==> config.mk <==
export PLATFORM = sky130hd
export DESIGN_NAME = mcu_sequencer
export DESIGN_NICKNAME = d
export VERILOG_FILES = /design/src/rtl/mcu_sequencer.sv
export SDC_FILE = /design/constraint.sdc
export NUM_CORES = 1
export LEC_CHECK = 0
export BUFFER_PORTS_ARGS = -buffer_cell sky130_fd_sc_hd__buf_4
export CORE_MARGIN = 4
export CORE_UTILIZATION = 52
export CTS_CLUSTER_SIZE = 25
export DETAILED_ROUTE_END_ITERATION = 7
export HOLD_SLACK_MARGIN = 0.15
export PLACE_DENSITY_LB_ADDON = 0.08
export SYNTH_ARGS = -nofsm -noshare
export SYNTH_HDL_FRONTEND = slang
export SYNTH_SLANG_ARGS = --single-unit
==> constraint.sdc <==
create_clock -name clk -period 3.54 [get_ports clk]
set_input_delay 0.531 -clock clk [delete_from_list [all_inputs] [get_ports clk]]
set_output_delay 0.531 -clock clk [all_outputs]
set_load 0.02 [all_outputs]
==> src/rtl/mcu_sequencer.sv <==
// ============================================================================
// Module   : mcu_sequencer
// Purpose  : Fetch/decode/execute sequencer with memory-ready wait states,
//            timeout bus error, HALT/restart and optional retire counter
//            (enabled by the SEQ_RETIRE_CNT_EN macro).
// Revision : 1.0 - initial release
// ============================================================================
`default_nettype none

module mcu_sequencer #(
    parameter int OP_W     = 3,
    parameter int MAX_WAIT = 15,
    parameter int WAIT_W   = $clog2(MAX_WAIT + 2)
) (
    input  logic            clk,
    input  logic            rst,
    input  logic [OP_W-1:0] op,
    input  logic            zero,
    input  logic            mem_rdy,
    input  logic            start,
    output logic            ld_acc,
    output logic            ld_mdr,
    output logic            ld_ir,
    output logic            dout_en,
    output logic            ld_pc,
    output logic            inc,
    output logic            sel,
    output logic            rd,
    output logic            wr,
    output logic            halted,
    output logic            bus_err,
    output logic [2:0]      state_o
`ifdef SEQ_RETIRE_CNT_EN
    ,
    output logic [15:0]     retire_cnt
`endif
);

    typedef enum logic [2:0] {
        S_FETCH  = 3'b000,
        S_DECODE = 3'b001,
        S_EXEC1  = 3'b010,
        S_EXEC2  = 3'b011,
        S_HALT   = 3'b100
    } state_t;

    state_t              state_q, state_d;
    logic [WAIT_W-1:0]   cnt_q, cnt_d;
    logic                bus_err_q, bus_err_d;

    logic                w_alu_op;
    logic                w_mem_op;
    logic                w_access;
    logic                w_timeout;

    // Opcodes 2..5 read an operand; 6 writes one. Wider opcodes >= 8 never match.
    assign w_alu_op  = (op >= OP_W'(2)) && (op <= OP_W'(5));
    assign w_mem_op  = w_alu_op || (op == OP_W'(6));
    assign w_access  = (state_q == S_FETCH) || ((state_q == S_EXEC1) && w_mem_op);
    assign w_timeout = (MAX_WAIT > 0) && w_access && !mem_rdy
                       && (cnt_q == WAIT_W'(MAX_WAIT));

    always_ff @(posedge clk) begin
        if (rst) begin
            state_q   <= S_HALT;
            cnt_q     <= '0;
            bus_err_q <= 1'b0;
        end else begin
            state_q   <= state_d;
            cnt_q     <= cnt_d;
            bus_err_q <= bus_err_d;
        end
    end

    always_comb begin
        state_d   = state_q;
        bus_err_d = bus_err_q;
        ld_acc    = 1'b0;
        ld_mdr    = 1'b0;
        ld_ir     = 1'b0;
        dout_en   = 1'b0;
        ld_pc     = 1'b0;
        inc       = 1'b0;
        sel       = 1'b0;
        rd        = 1'b0;
        wr        = 1'b0;
        case (state_q)
            S_HALT: begin
                if (start) begin
                    state_d   = S_FETCH;
                    bus_err_d = 1'b0;
                end
            end
            S_FETCH: begin
                rd = 1'b1;
                if (mem_rdy) begin
                    ld_ir   = 1'b1;
                    state_d = S_DECODE;
                end
            end
            S_DECODE: state_d = S_EXEC1;
            S_EXEC1: begin
                if (op == OP_W'(0)) begin
                    sel     = 1'b1;
                    state_d = S_HALT;
                end else if (op == OP_W'(1)) begin
                    sel     = 1'b1;
                    inc     = 1'b1;
                    state_d = S_EXEC2;
                end else if (w_alu_op) begin
                    sel = 1'b1;
                    rd  = 1'b1;
                    if (mem_rdy) begin
                        ld_mdr  = 1'b1;
                        inc     = 1'b1;
                        state_d = S_EXEC2;
                    end
                end else if (op == OP_W'(6)) begin
                    sel     = 1'b1;
                    wr      = 1'b1;
                    dout_en = 1'b1;
                    if (mem_rdy) begin
                        inc     = 1'b1;
                        state_d = S_FETCH;
                    end
                end else if (op == OP_W'(7)) begin
                    sel     = 1'b1;
                    ld_pc   = 1'b1;
                    state_d = S_FETCH;
                end else begin
                    state_d = S_FETCH;
                end
            end
            S_EXEC2: begin
                if (op == OP_W'(1)) begin
                    inc = zero;
                end
                ld_acc  = w_alu_op;
                state_d = S_FETCH;
            end
            default: state_d = S_HALT;
        endcase
        // A stalled access cannot reach mem_rdy-gated strobes, so only the exit matters.
        if (w_timeout) begin
            state_d   = S_HALT;
            bus_err_d = 1'b1;
        end
    end

    always_comb begin
        cnt_d = cnt_q;
        if (state_d != state_q) begin
            cnt_d = '0;
        end else if (w_access && !mem_rdy) begin
            cnt_d = cnt_q + WAIT_W'(1);
        end
    end

    assign halted  = (state_q == S_HALT);
    assign bus_err = bus_err_q;
    assign state_o = state_q;

`ifdef SEQ_RETIRE_CNT_EN
    logic [15:0] retire_q, retire_d;

    always_comb begin
        retire_d = retire_q;
        if ((state_d == S_FETCH) && ((state_q == S_EXEC1) || (state_q == S_EXEC2))) begin
            retire_d = retire_q + 16'd1;
        end
    end

    always_ff @(posedge clk) begin
        if (rst) begin
            retire_q <= '0;
        end else begin
            retire_q <= retire_d;
        end
    end

    assign retire_cnt = retire_q;
`endif

endmodule

`default_nettype wire

==> results.rst <==
.. list-table::
   :header-rows: 1

   * - Metric
     - Value
   * - Wire length after detailed routing
     - about 1500 um
   * - Die Height
     - 44.0 um
   * - Crit Path Class
     - flip-flop to output port
   * - End point of the critical path
     - dout_en
   * - Total global routing track utilization
     - between 10% and 20%
   * - Final-layout setup total negative slack
     - 0 ns
   * - Part of the Yosys area used for sequential elements
     - roughly a quarter
   * - P&R area growth vs syn
     - 22.3%
   * - Setup repair after global routing missed its margin
     - false
   * - Final RePlAce weighted congestion
     - approximately 0.73
   * - H-tree level count
     - 1
   * - Root buf cell
     - clkbuf_4
   * - Layout cells sized above 1
     - between 20% and 30%
   * - Number of I/O port buffers
     - 21
   * - Average size of a mapped cell
     - about 7.9 um^2
   * - Count of inserted antenna diode cells
     - 0
   * - Post-CTS Hold Buffers
     - 0
   * - # Max-Cap Violations
     - 0
   * - Number of placed I/O pins
     - 22
   * - Ordered cell list for the critical path
     - nor3b_2, nand3_1, nor2_1, buf_4
   * - Remaining DRCs
     - 0
   * - Max-slew headroom
     - slightly below 70%
   * - Total count of max-transition violations in the final report
     - 0
   * - R2R Path End
     - cnt_q[3]$_SDFFE_PP0P_
   * - Clock tree from TritonCTS
     - yes
   * - HPWL reported at the end of detailed placement
     - between 1000 and 1500 um
   * - Path length in cells of the critical path
     - 4
   * - Crit. Startpoint
     - state_o[1]$_SDFF_PP0_
   * - Length of the first detailed-routing pass in iterations
     - 4
   * - Post-DR wirelength/cell
     - 13.1 um
   * - Area enclosed by the die boundary
     - 1940 um^2
   * - Setup crit start kind
     - flip-flop
   * - Upper clock frequency limit
     - roughly 460 MHz
   * - Clock buffer count from CTS
     - 3
   * - Global-route congestion overflow total
     - 0
   * - Cell leakage power
     - 0.321 nW
   * - # fillers
     - ~110
   * - Critical R2R Launch
     - cnt_q[0]$_SDFFE_PP0P_
   * - Type of element capturing the critical path
     - output port
   * - Die width
     - roughly 44 um
   * - First-pass GRT wire length
     - 2320 um
   * - Number of enable-type register cells in the synthesized netlist
     - 0
   * - Number of antenna violations at the first check in global routing
     - 0
   * - Synthesized flop and latch total
     - 9
   * - Number of buffers between clock root and the deepest sink
     - 2
   * - Worst min-delay path class
     - flip-flop to flip-flop
   * - Post-Synthesis Cell Area
     - around 670 um^2
   * - Unique masters post-synth
     - 37
   * - Count of instances resized after the clock tree is built
     - 0
   * - Post-CTS Setup Inserts
     - 0
   * - Fraction of registers with async set/reset
     - 0%
   * - Pwr Total
     - ~0.00023 W
   * - Vias in the first global route
     - approximately 540
   * - Measured slew at the worst slew-check pin
     - 0.466 ns
   * - Number of instances in the synthesized netlist
     - 85
   * - Highest net fanout along the worst path
     - 10
   * - Final number of setup-violating endpoints
     - 0
   * - Net count after synthesis
     - 95
   * - WP data arrival
     - between 1.5 and 2 ns
   * - Minimum clock period after layout
     - about 2.2 ns
   * - Post-Route Skew
     - roughly 0.0053 ns
   * - Clock Sink Count
     - 9
   * - Tightest hold margin
     - 0.463 ns
   * - Floorplan Core Area
     - about 1200 um^2
   * - Number of DRC markers after the initial detailed-route iteration
     - 13
   * - Via count of the routed design
     - approximately 700
   * - Outcome
     - complete, no violations
   * - Worst slack, placed
     - roughly 1.6 ns
   * - Later-pin clock latency in the skew report
     - roughly 0.26 ns
   * - Cell with the largest stage delay on the worst path
     - dfxtp_1
   * - Tcrit/Tclk final
     - roughly three fifths
   * - Required time of the critical path
     - 3.01 ns
   * - Yosys warning count
     - 0
   * - Number of nets in the final layout
     - roughly 110
   * - Crit path buffers/inverters
     - 1
   * - Family with the most delay on the worst path
     - simple AND/OR/NAND/NOR gates
   * - R2r worst-path depth
     - 5
   * - Via density per instance
     - 5.85
   * - Reg clk slew, reported paths
     - approximately 0.06 ns
   * - Worst-case register-to-register setup slack
     - ~1.8 ns
   * - Pin count of the biggest net entering global routing
     - 13
   * - Number of nets with antenna violations after routing
     - 0
   * - Predominant post-synthesis flop cell
     - dfxtp_1
   * - Total power divided by cell area
     - approximately 280 nW/um^2
   * - Final-report hold violation count
     - 0
   * - Effective utilization at floorplan
     - roughly three fifths
   * - Worst-case vdd ir drop
     - 0.179 mV
   * - Crit path largest cell delay
     - around 0.49 ns
   * - Std-Cell Rows
     - 12
   * - Final critical-path setup slack
     - ~1.4 ns
==> placed cells by master, fill, tap and decap left out, types with 3 or more instances in the layout <==
cell,n
nand2_1,7
nor2_1,8
buf_4,21
a21oi_1,8
dfxtp_1,9
nand4_1,3
o21ai_0,3
or3_1,4
clkbuf_4,3
nand3_1,4
==> worst register-to-register path, delay by kind of cell, from the launching register on <==
kind | cells | cell delay (ns)
AOI/OAI and AO/OA | 1 | 0.15
adders and majority gates | 2 | 0.50
DFF | 1 | 0.34
and+or+nand+nor | 2 | 0.72
==> per-stage QoR <==
stage | utilization (%) | std cells | instance area [um^2]
6_report | 71.3 | 117 | 825
5_1_grt | 71.3 | 117 | 825
4_1_cts | 71.3 | 117 | 825
3_5_place_dp | 69.0 | 113 | 798
3_3_place_gp | 69.0 | 113 | 798
2_1_floorplan | - | 85 | 674
==> registers in the layout, summed over array words and instances, names as in the netlist <==
| register | count |
|---|---|
| state_o | 3 |
| cnt_q | 5 |
| bus_err | 1 |
==> kinds of logic (layout without fill, tap and decap cells) <==
| kind of cell | Yosys count | count (layout) | synth area share [%] |
|---|---|---|---|
| buf+inv | 9 | 27 | 8.72 |
| fa+ha+maj | 2 | 2 | 3.71 |
| simple gates | 44 | 44 | 40.6 |
| xor+xnor | 1 | 1 | 1.30 |
| compound gates | 20 | 20 | 18.9 |
| flops | 9 | 9 | 26.7 |
==> power breakdown <==
| part | internal [W] | leakage, nW | switching (W) | total (W) |
|---|---|---|---|---|
| clock network | 0.0000434 | 0.0150 | 0.0000346 | 0.0000780 |
| logic | 0.0000208 | 0.233 | 0.0000246 | 0.0000454 |
| registers | 0.000103 | 0.0730 | 0.00000574 | 0.000109 |
| total | 0.000167 | 0.321 | 0.0000650 | 0.000232 |
==> cell type report <==
type | count | area [um^2] | share of cell area [%]
Timing Repair Buffer | 21 | 158 | 19.1
Tap cell | 14 | 17.5 | 2.12
Multi-Input combinational cell | 67 | 435 | 52.8
Inverter | 2 | 7.51 | 0.910
Sequential cell | 9 | 180 | 21.9
Clock buffer | 4 | 26.3 | 3.19
==> Yosys cell counts (2+ instances only) <==
| cell | n | area [um^2] |
|---|---|---|
| dfxtp_1 | 9 | 180 |
| a21oi_1 | 8 | 40.0 |
| nor2_1 | 8 | 30.0 |
| nand2_1 | 7 | 26.3 |
| nand3_1 | 4 | 20.0 |
| or3_1 | 4 | 25.0 |
| nand4_1 | 3 | 18.8 |
| o21ai_0 | 3 | 15.0 |
| a211o_1 | 2 | 17.5 |
| a21boi_0 | 2 | 15.0 |
| and3_1 | 2 | 12.5 |
| buf_2 | 2 | 10.0 |
| buf_4 | 2 | 15.0 |
| buf_6 | 2 | 22.5 |
| ha_1 | 2 | 25.0 |
| inv_1 | 2 | 7.51 |
| nor2b_1 | 2 | 12.5 |
| nor3_1 | 2 | 10.0 |
==> how the worst min path moves through the flow <==
stage | start | cells after the start | end
2_1_floorplan | cnt_q[4]$_SDFFE_PP0P_ | 2 | cnt_q[4]$_SDFFE_PP0P_
3_3_place_gp | cnt_q[4]$_SDFFE_PP0P_ | 2 | cnt_q[4]$_SDFFE_PP0P_
3_5_place_dp | cnt_q[4]$_SDFFE_PP0P_ | 2 | cnt_q[4]$_SDFFE_PP0P_
4_1_cts | cnt_q[4]$_SDFFE_PP0P_ | 2 | cnt_q[4]$_SDFFE_PP0P_
5_1_grt | rst | 2 | bus_err$_SDFFE_PP0P_
6_report | cnt_q[4]$_SDFFE_PP0P_ | 2 | cnt_q[4]$_SDFFE_PP0P_
==> per-layer routing <==
metal  GRT usage (%)  part of all wire [%]  vias up
li1                -                     -      345
met2            24.4                    46       24
met3            4.88                   6.7        0
met5               0                     0        -
met4            1.81                     0        0
met1            21.8                    47      315
(Power assumes the default switching activity.)
